**src/rtl/qsn_pkg.sv**
```systemverilog
// Shared constants, plane type and rotation helper for the Z=3 quasi-cyclic
// shift network and its return-path de-shifter.
package qsn_pkg;

  localparam int Z       = 3;
  localparam int QUAN    = 4;
  localparam int SHIFT_W = 2;
  localparam int DEPTH   = 8;

  typedef logic [Z-1:0] plane_t;

  // Undo a forward left-circular shift: out[j] = in[(j - s) mod Z].
  // Bits move towards higher indices; s outside 0..Z-1 is treated as 0.
  function automatic plane_t rotate_right(input plane_t p, input logic [SHIFT_W-1:0] s);
    plane_t r;
    case (s)
      2'd1:    r = {p[1:0], p[2]};
      2'd2:    r = {p[0], p[2:1]};
      default: r = p;
    endcase
    return r;
  endfunction

endpackage

```
**src/rtl/qsn_shift_fifo.sv**
```systemverilog
// Synchronous FIFO of shift factors issued to the forward network.
// Illegal factors (>= Z) are stored as 0 and raise a sticky error flag.
module qsn_shift_fifo #(
  parameter int DEPTH   = qsn_pkg::DEPTH,
  parameter int SHIFT_W = qsn_pkg::SHIFT_W,
  parameter int Z       = qsn_pkg::Z
) (
  input  logic                     clk,
  input  logic                     clr,
  input  logic                     wr_en,
  input  logic [SHIFT_W-1:0]       wr_data,
  input  logic                     rd_en,
  output logic [SHIFT_W-1:0]       rd_data,
  output logic [$clog2(DEPTH):0]   count,
  output logic                     full,
  output logic                     empty,
  output logic                     err
);

  localparam int PTR_W = $clog2(DEPTH);
  localparam int CNT_W = PTR_W + 1;

  logic [SHIFT_W-1:0] mem_q [DEPTH];
  logic [PTR_W-1:0]   wr_ptr_q, wr_ptr_d;
  logic [PTR_W-1:0]   rd_ptr_q, rd_ptr_d;
  logic [CNT_W-1:0]   count_q, count_d;
  logic               err_q, err_d;
  logic               push, pop, illegal;
  logic [SHIFT_W-1:0] wr_clamped;

  // Full/empty come from the registered count only, so a pop never frees
  // a slot for a push in the same cycle and there is no write-to-read bypass.
  assign full       = (count_q == CNT_W'(DEPTH));
  assign empty      = (count_q == '0);
  assign push       = wr_en && !full;
  assign pop        = rd_en && !empty;
  assign illegal    = ({1'b0, wr_data} >= (SHIFT_W+1)'(Z));
  assign wr_clamped = illegal ? '0 : wr_data;

  // Pointer, occupancy and error-flag next state; clear wins over push/pop.
  always_comb begin
    wr_ptr_d = wr_ptr_q;
    rd_ptr_d = rd_ptr_q;
    count_d  = count_q;
    err_d    = err_q;
    if (clr) begin
      wr_ptr_d = '0;
      rd_ptr_d = '0;
      count_d  = '0;
      err_d    = 1'b0;
    end else begin
      if (push) wr_ptr_d = wr_ptr_q + PTR_W'(1);
      if (pop)  rd_ptr_d = rd_ptr_q + PTR_W'(1);
      case ({push, pop})
        2'b10:   count_d = count_q + CNT_W'(1);
        2'b01:   count_d = count_q - CNT_W'(1);
        default: count_d = count_q;
      endcase
      if (push && illegal) err_d = 1'b1;
    end
  end

  // Control state register.
  always_ff @(posedge clk) begin
    wr_ptr_q <= wr_ptr_d;
    rd_ptr_q <= rd_ptr_d;
    count_q  <= count_d;
    err_q    <= err_d;
  end

  // Factor storage; contents need no reset because count gates every read.
  always_ff @(posedge clk) begin
    if (push && !clr) mem_q[wr_ptr_q] <= wr_clamped;
  end

  assign rd_data = mem_q[rd_ptr_q];
  assign count   = count_q;
  assign err     = err_q;

endmodule

```
**src/rtl/qsn_deshift_len3.sv**
```systemverilog
// Return-path inverse of the Z=3 quasi-cyclic shift network: pairs each
// returning message with its recorded shift factor and rotates it back.
module qsn_deshift_len3 #(
  parameter int Z       = qsn_pkg::Z,
  parameter int QUAN    = qsn_pkg::QUAN,
  parameter int SHIFT_W = qsn_pkg::SHIFT_W,
  parameter int DEPTH   = qsn_pkg::DEPTH
) (
  input  logic                   sys_clk,
  input  logic                   rst,
  input  logic                   flush,
  input  logic                   fwd_shift_valid,
  input  logic [SHIFT_W-1:0]     fwd_shift,
  output logic                   fwd_shift_ready,
  input  logic                   ret_valid,
  input  logic [Z-1:0]           ret_bit0,
  input  logic [Z-1:0]           ret_bit1,
  input  logic [Z-1:0]           ret_bit2,
  input  logic [Z-1:0]           ret_bit3,
  output logic                   ret_ready,
  output logic                   out_valid,
  output logic [Z-1:0]           out_bit0,
  output logic [Z-1:0]           out_bit1,
  output logic [Z-1:0]           out_bit2,
  output logic [Z-1:0]           out_bit3,
  output logic [$clog2(DEPTH):0] fifo_count,
  output logic                   shift_err
);

  import qsn_pkg::*;

  logic               clr;
  logic               fifo_full, fifo_empty, accept;
  logic [SHIFT_W-1:0] head_s;

  logic [QUAN-1:0][Z-1:0] ret_pl;
  logic [QUAN-1:0][Z-1:0] out_pl;

  logic               vld_p1_q, vld_p1_d;
  logic [SHIFT_W-1:0] s_p1_q, s_p1_d;
  logic               vld_p2_q, vld_p2_d;

  assign clr             = rst | flush;
  assign fwd_shift_ready = !fifo_full;
  assign ret_ready       = !fifo_empty;
  assign accept          = ret_valid && !fifo_empty;
  assign ret_pl          = {ret_bit3, ret_bit2, ret_bit1, ret_bit0};

  qsn_shift_fifo #(
    .DEPTH   (DEPTH),
    .SHIFT_W (SHIFT_W),
    .Z       (Z)
  ) u_fifo (
    .clk     (sys_clk),
    .clr     (clr),
    .wr_en   (fwd_shift_valid),
    .wr_data (fwd_shift),
    .rd_en   (ret_valid),
    .rd_data (head_s),
    .count   (fifo_count),
    .full    (fifo_full),
    .empty   (fifo_empty),
    .err     (shift_err)
  );

  // Pipeline control: stage 1 captures the accepted message's factor,
  // stage 2 just follows stage 1's valid.
  always_comb begin
    vld_p1_d = accept;
    s_p1_d   = accept ? head_s : s_p1_q;
    vld_p2_d = vld_p1_q;
  end

  // Stage valids clear on reset or flush; the factor is data and is not reset.
  always_ff @(posedge sys_clk) begin
    if (rst || flush) begin
      vld_p1_q <= 1'b0;
      vld_p2_q <= 1'b0;
    end else begin
      vld_p1_q <= vld_p1_d;
      vld_p2_q <= vld_p2_d;
    end
    s_p1_q <= s_p1_d;
  end

  for (genvar k = 0; k < QUAN; k++) begin : g_plane
    logic [Z-1:0] pl_p1_q, pl_p1_d;
    logic [Z-1:0] pl_p2_q, pl_p2_d;

    // Stage 1 captures the shifted plane; stage 2 loads the de-rotated plane
    // only for a live message, so outputs hold across idle cycles and flushes.
    always_comb begin
      pl_p1_d = accept ? ret_pl[k] : pl_p1_q;
      pl_p2_d = (vld_p1_q && !clr) ? rotate_right(pl_p1_q, s_p1_q) : pl_p2_q;
    end

    // Stage 1 plane register.
    always_ff @(posedge sys_clk) begin
      pl_p1_q <= pl_p1_d;
    end

    // Stage 2 plane register; visible output, so reset to zero.
    always_ff @(posedge sys_clk) begin
      if (rst) pl_p2_q <= '0;
      else     pl_p2_q <= pl_p2_d;
    end

    assign out_pl[k] = pl_p2_q;
  end

  assign out_valid = vld_p2_q;
  assign out_bit0  = out_pl[0];
  assign out_bit1  = out_pl[1];
  assign out_bit2  = out_pl[2];
  assign out_bit3  = out_pl[3];

endmodule

```
**config.mk**
```make
export PLATFORM = sky130hd
export DESIGN_NAME = qsn_deshift_len3
export DESIGN_NICKNAME = d
export VERILOG_FILES = /design/src/rtl/qsn_pkg.sv /design/src/rtl/qsn_shift_fifo.sv /design/src/rtl/qsn_deshift_len3.sv
export SDC_FILE = /design/constraint.sdc
export NUM_CORES = 1
export LEC_CHECK = 0
export CAP_MARGIN = 20
export CORE_MARGIN = 8
export CORE_UTILIZATION = 50
export CTS_BUF_LIST = sky130_fd_sc_hd__clkbuf_2
export CTS_CLUSTER_DIAMETER = 40
export DETAILED_ROUTE_END_ITERATION = 16
export PLACE_DENSITY_LB_ADDON = 0.05
export SLEW_MARGIN = 10
export SYNTH_ARGS = -nofsm -noshare
export SYNTH_HDL_FRONTEND = slang
export SYNTH_SLANG_ARGS = --single-unit
```
**constraint.sdc**
```tcl
create_clock -name sys_clk -period 6.4 [get_ports sys_clk]
set_input_delay 1.6 -clock sys_clk [delete_from_list [all_inputs] [get_ports sys_clk]]
set_output_delay 1.6 -clock sys_clk [all_outputs]
set_load 0.03 [all_outputs]
```
* After elaboration in Yosys (flattened, before gate mapping) *
Memories as Yosys holds them, arrays and structs flattened. A register that Yosys moved wholly into a read port is not among the register bits.
Index checks and enable logic that the tools add are counted.
Widths: inputs -> output; s select.

storage, ports and cells
  register bits = 37
  RAM bits = 16
  input port bits = 19
  output and inout bits = 20
  logic and storage cells = 45
  memories = 1

operators by class
  add/sub/neg operators = 4
  $lt $le $gt $ge = 1
  equal/unequal tests = 5
  multiplexer cells = 8
  bitwise logic cells = 1
  reductions and logical operators = 11

memories
  name          depth  width  rd ports  clocked after Yosys merged registers in  wr ports  RTL line              source
  u_fifo.mem_q  8      2      1         1                                        1         qsn_shift_fifo.sv:23  logic [SHIFT_W-1:0] mem_q [DEPTH];

operator list
  operator             number
  $pmux 3 s2           4
  $pmux 4 s2           1
  $add 3x1->3 const B  2
  $logic_and 1x1->1    5
  $add 4x1->4 const B  1
  $eq 2x1->1 const B   2
  $eq 2x2->1 const B   2
  $eq 4x4->1 const B   1
  $logic_not 4->1      1
  $sub 4x1->4 const B  1
  $logic_not 1->1      3
  $ge 2x2->1 const B   1
  $mux 1               2
  $mux 2               1
  $reduce_bool 2->1    1
  $logic_or 1x1->1     1
  $or 1x1->1           1

* Longest topological paths before layout *
  word-level depth = 6
  depth in mapped cells = 10
  mapped depth without buffers = 9

* Hierarchy *
Synthesis repeated with hierarchy kept, for this count alone.

second synthesis, totals
  cells, all modules = 197
  area total of the unflattened synthesis = 2549.9 sq um

modules (own cells, without submodules)
  module            instances  cells an instance  area each (sq um)  sequential area each (sq um)
  qsn_shift_fifo    1          103                1350.0             760.7
  qsn_deshift_len3  1          94                 1199.9             700.7

* Least setup slack after synthesis *
No wires, ideal clock.

  kind = input to register
  from = in ret_valid
  to = reg u_fifo.count_q[3], in the netlist u_fifo.count[3]
  library setup time = 0.127 ns
  arrival time = 2.963 ns
  required time = 6.273 ns
  slack = 3.310 ns
  stages = 7
  path buffers = 0
  cells stage by stage = o41a_2 > ha_1 > ha_1 > nand3_1 > and4b_1 > o21ai_0 > o31ai_1

on the way
  cells in the longest elaborated chain, start to end = 3
  elaborated cells between the ends (all ways) = 5
  those cells by class = eq/ne (2); mux (1); reduce/logical (2)

RTL lines
  element                                                 RTL line                source
  start: declaration                                      qsn_deshift_len3.sv:15  input logic ret_valid,
  $logic_and 1x1->1 (*)                                   qsn_shift_fifo.sv:36    assign pop = rd_en && !empty;
  $eq 2x1->1 / $eq 2x2->1 (equally long branches)         qsn_shift_fifo.sv:54    case ({push, pop})
  $pmux 4 s2 / $reduce_bool 2->1 (equally long branches)  n/a
  end signal: assignment                                  qsn_shift_fifo.sv:67    count_q <= count_d;
  end: declaration                                        qsn_shift_fifo.sv:26    logic [CNT_W-1:0] count_q, count_d;

Mark *: on every way between the ends. The rest lies on a longest branch, timed or not.
A chain may end at the register's enable or synchronous reset.

* Final worst setup path *
  from = reg u_fifo.count_q[0], in the netlist u_fifo.count[0]
  to = out fwd_shift_ready

on the way
  cells in the longest elaborated chain, start to end = 2

RTL lines
  element           RTL line                source
  $eq 4x4->1        qsn_shift_fifo.sv:33    assign full = (count_q == CNT_W'(DEPTH));
  $logic_not 1->1   qsn_deshift_len3.sv:44  assign fwd_shift_ready = !fifo_full;
  end: declaration  qsn_deshift_len3.sv:14  output logic fwd_shift_ready,

No other way between the ends.

==> impl_metrics.json <==
{
  "via_count": 1619,
  "end_kind": "primary output",
  "vias_per_cell": 5.545,
  "fin_crit_ns": 3.806,
  "relSlewSlack": 0.5575,
  "die_h_um": 85.06,
  "p_comb_frac": 0.100,
  "power.share.clock": 0.224,
  "die_w_um": 85.06,
  "drv_slew": 0,
  "initial_core_util": 0.5117,
  "drtIter0Drc": 86,
  "synthArstFlopShare": 0,
  "ctsResizeCount": 0,
  "grt_setup_unrepaired": "no",
  "num-fill-cells": 358,
  "hold_path.class": "register to register",
  "holdWs_ns": 0.5079,
  "path_buf_inv": 1,
  "p_seq_frac": 0.676,
  "maxCapViolCount": 0,
  "power.leakage_nw": 0.9635,
  "ys_ff_latch": 55,
  "root_buffer": "clkbuf_2",
  "clk_pin_slew_ns": 0.25,
  "yosysMostFrequentCell": "nor2_1",
  "synthDistinctLibCells": 36,
  "grt_start_max_net_pins": 26,
  "ys_top_cells_by_area": "edfxtp_1 (38%), dfxtp_1 (21%), nor2_1 (4.9%)",
  "fin_tns_setup_ns": 0,
  "gr-usage-all-layers": 0.1216,
  "postLayoutCellArea_um2": 2818,
  "synth_commonest_cells": "nor2_1 (31), edfxtp_1 (30), dfxtp_1 (25)",
  "final_layout_size_suffix_gt1_frac": 0.08403,
  "cp_max_fo": 7,
  "fin_cells": 292,
  "hold_viol_final": 0,
  "max_stage_delay_ns": 0.70,
  "first_global_vias": 1541,
  "power.density_nw_per_um2": 202.4,
  "numCtsBuffers": 5,
  "placed_cell_area_um2": 2775,
  "syn-cell-area_um2": 2385,
  "final.period_utilization": 0.5948,
  "grt_pass1_wl_um": 7155,
  "critPathSlowestCell": "or4b_1",
  "die_area_um2": 7235,
  "ys_seq_area_frac": 0.5876,
  "synth_fp_nets": 230,
  "hpwl_um": 3248,
  "skew_ns": 0.01128,
  "antennaDiodeCount": 0,
  "layout.nets": 264,
  "worst_pin_slew_ns": 0.6621,
  "ys_dominant_reg_cell": "edfxtp_1",
  "worstPathArrival_ns": 2.21,
  "yosys.area.top_type": "edfxtp_1",
  "path_delay_family": "simple AND/OR/NAND/NOR gates",
  "ios": 39,
  "swShare": 0.2360,
  "port_buffers": 38,
  "status": "finished, final reports clean",
  "start_kind": "register",
  "synth-edff-count": 30,
  "avgSynthCellArea_um2": 11.75,
  "worst_slack_ns": 2.594,
  "hold_buffers": 0,
  "area_delta_synth_final_pct": 18.15,
  "rows": 25,
  "clkSinkCount": 55,
  "cp.required_ns": 4.80,
  "dp_cells": 284,
  "gr-total-overflow": 0,
  "antenna_found_initial": 0,
  "routed_wl_um": 4284,
  "synth_top_area_share": 0.3778,
  "clock_path_buffers": 2,
  "crit_chain": "or4b_1 -> clkdlybuf4s50_1",
  "ctsHtreeMaxLevel": 2,
  "drt_pass1_iterations": 4,
  "core_um2": 4661,
  "peakVddDrop_uv": 136.5,
  "p_int_mw": 0.4356,
  "crit_type": "register to primary output",
  "syn_inst": 203,
  "drtAntennaViolNets": 0,
  "post_cts_buffers": 0,
  "insertion_delay_ns": 0.42,
  "cts_tree": "built",
  "fmax_ghz": 0.2627,
  "gp_congestion": 0.8039,
  "ys_warn_count": 0,
  "drc": 0,
  "setup_viol": 0,
  "wl_per_cell_um": 14.67,
  "p_switching_mw": 0.1346,
  "dp_slack_ns": 2.599
}
path summary, 6_finish.rpt:
kind                                startpoint                           end  slack, ns  cells past startpoint
setup / recovery  u_fifo.count[0]$_SDFFE_PP0P_               fwd_shift_ready       2.59                      2
hold / removal        out_bit1[0]$_SDFFE_PP0P_      out_bit1[0]$_SDFFE_PP0P_       0.51                      2
setup reg to reg  u_fifo.count[0]$_SDFFE_PP0P_  u_fifo.count[3]$_SDFFE_PP0P_       3.89                      7
hold reg to reg       out_bit1[0]$_SDFFE_PP0P_      out_bit1[0]$_SDFFE_PP0P_       0.51                      2
worst register-to-register path: cells and delay by family (launching register included):
family / cells / cell delay, ns
simple gates: 1 / 0.12
flops: 1 / 0.43
fa+ha+maj: 2 / 0.71
compound gates: 4 / 1.19
layout make-up:
class | count | area, um2 | area share
clock buffers | 6 | 30.03 | 0.01066
clock inverters | 2 | 12.51 | 0.004441
flip-flops and latches | 55 | 1401 | 0.4973
inverters | 6 | 22.52 | 0.007993
multi-input cells | 131 | 903.4 | 0.3206
well taps | 54 | 67.56 | 0.02398
repair buffers | 38 | 380.4 | 0.1350
layout by cell type, fill, tap and decap left out, drive strengths merged:
cell | Yosys | final
clkdlybuf4s50 | 0 | 38
nor2 | 31 | 31
edfxtp | 30 | 30
dfxtp | 25 | 25
a21oi | 16 | 16
o21ai | 13 | 13
a22oi | 12 | 12
nand3b | 12 | 12
ha | 7 | 7
inv | 6 | 6
clkbuf | 8 | 6
nand2 | 6 | 6
xor2 | 5 | 5
mux4 | 4 | 4
nand3 | 3 | 3
nor2b | 2 | 2
mux2 | 2 | 2
nand2b | 2 | 2
nor3 | 2 | 2
o41a | 1 | 1
or4b | 1 | 1
or4 | 1 | 1
nand4 | 1 | 1
or2 | 1 | 1
or3 | 1 | 1
a41oi | 1 | 1
and2 | 1 | 1
a211oi | 1 | 1
and4b | 1 | 1
o31ai | 1 | 1
mux2i | 1 | 1
xnor2 | 1 | 1
fa | 1 | 1
clkinvlp | 0 | 1
clkinv | 0 | 1
metal layers:
| metal | up-vias | global-route usage | wire length, um |
|---|---|---|---|
| met1 | 763 | 0.1348 | 1661 |
| met4 | 0 | 0.03883 | 48 |
| li1 | 804 | - | - |
| met5 | - | 0 | 0 |
| met3 | 6 | 0.03958 | 275 |
| met2 | 46 | 0.2138 | 2298 |
power groups by stage:
stage               Combinational, mW  Clock (mW)  Sequential (mW)
floorplan                      0.0335           0            0.394
global placement               0.0552           0            0.392
detailed placement             0.0572           0            0.393
CTS                            0.0574       0.132            0.386
global route                   0.0629       0.146            0.387
finish                         0.0568       0.128            0.386
sequential cells by signal, indices dropped and copies added (netlist names):
name	count
u_fifo.mem_q	16
g_plane.pl_p1_q	12
u_fifo.count	4
out_bit0	3
out_bit1	3
out_bit2	3
out_bit3	3
u_fifo.rd_ptr_q	3
u_fifo.wr_ptr_q	3
s_p1_q	2
out_valid	1
u_fifo.err	1
vld_p1_q	1
stage by stage:
stage,total power [mW],util
6_report,0.5702,0.6046
5_1_grt,0.5957,0.6046
4_1_cts,0.5754,0.6046
3_5_place_dp,0.4500,0.5954
3_3_place_gp,0.4477,0.5954
2_1_floorplan,0.4275,-
cells by family after synthesis:
group | synth area share
muxes | 0.05142
buffers and inverters | 0.03358
xor gates and xnor gates | 0.02204
adders and majority gates | 0.04512
DFF | 0.5876
and+or+nand+nor | 0.1448
AOI/OAI and AO/OA | 0.1154
(Power assumes the default switching activity.)
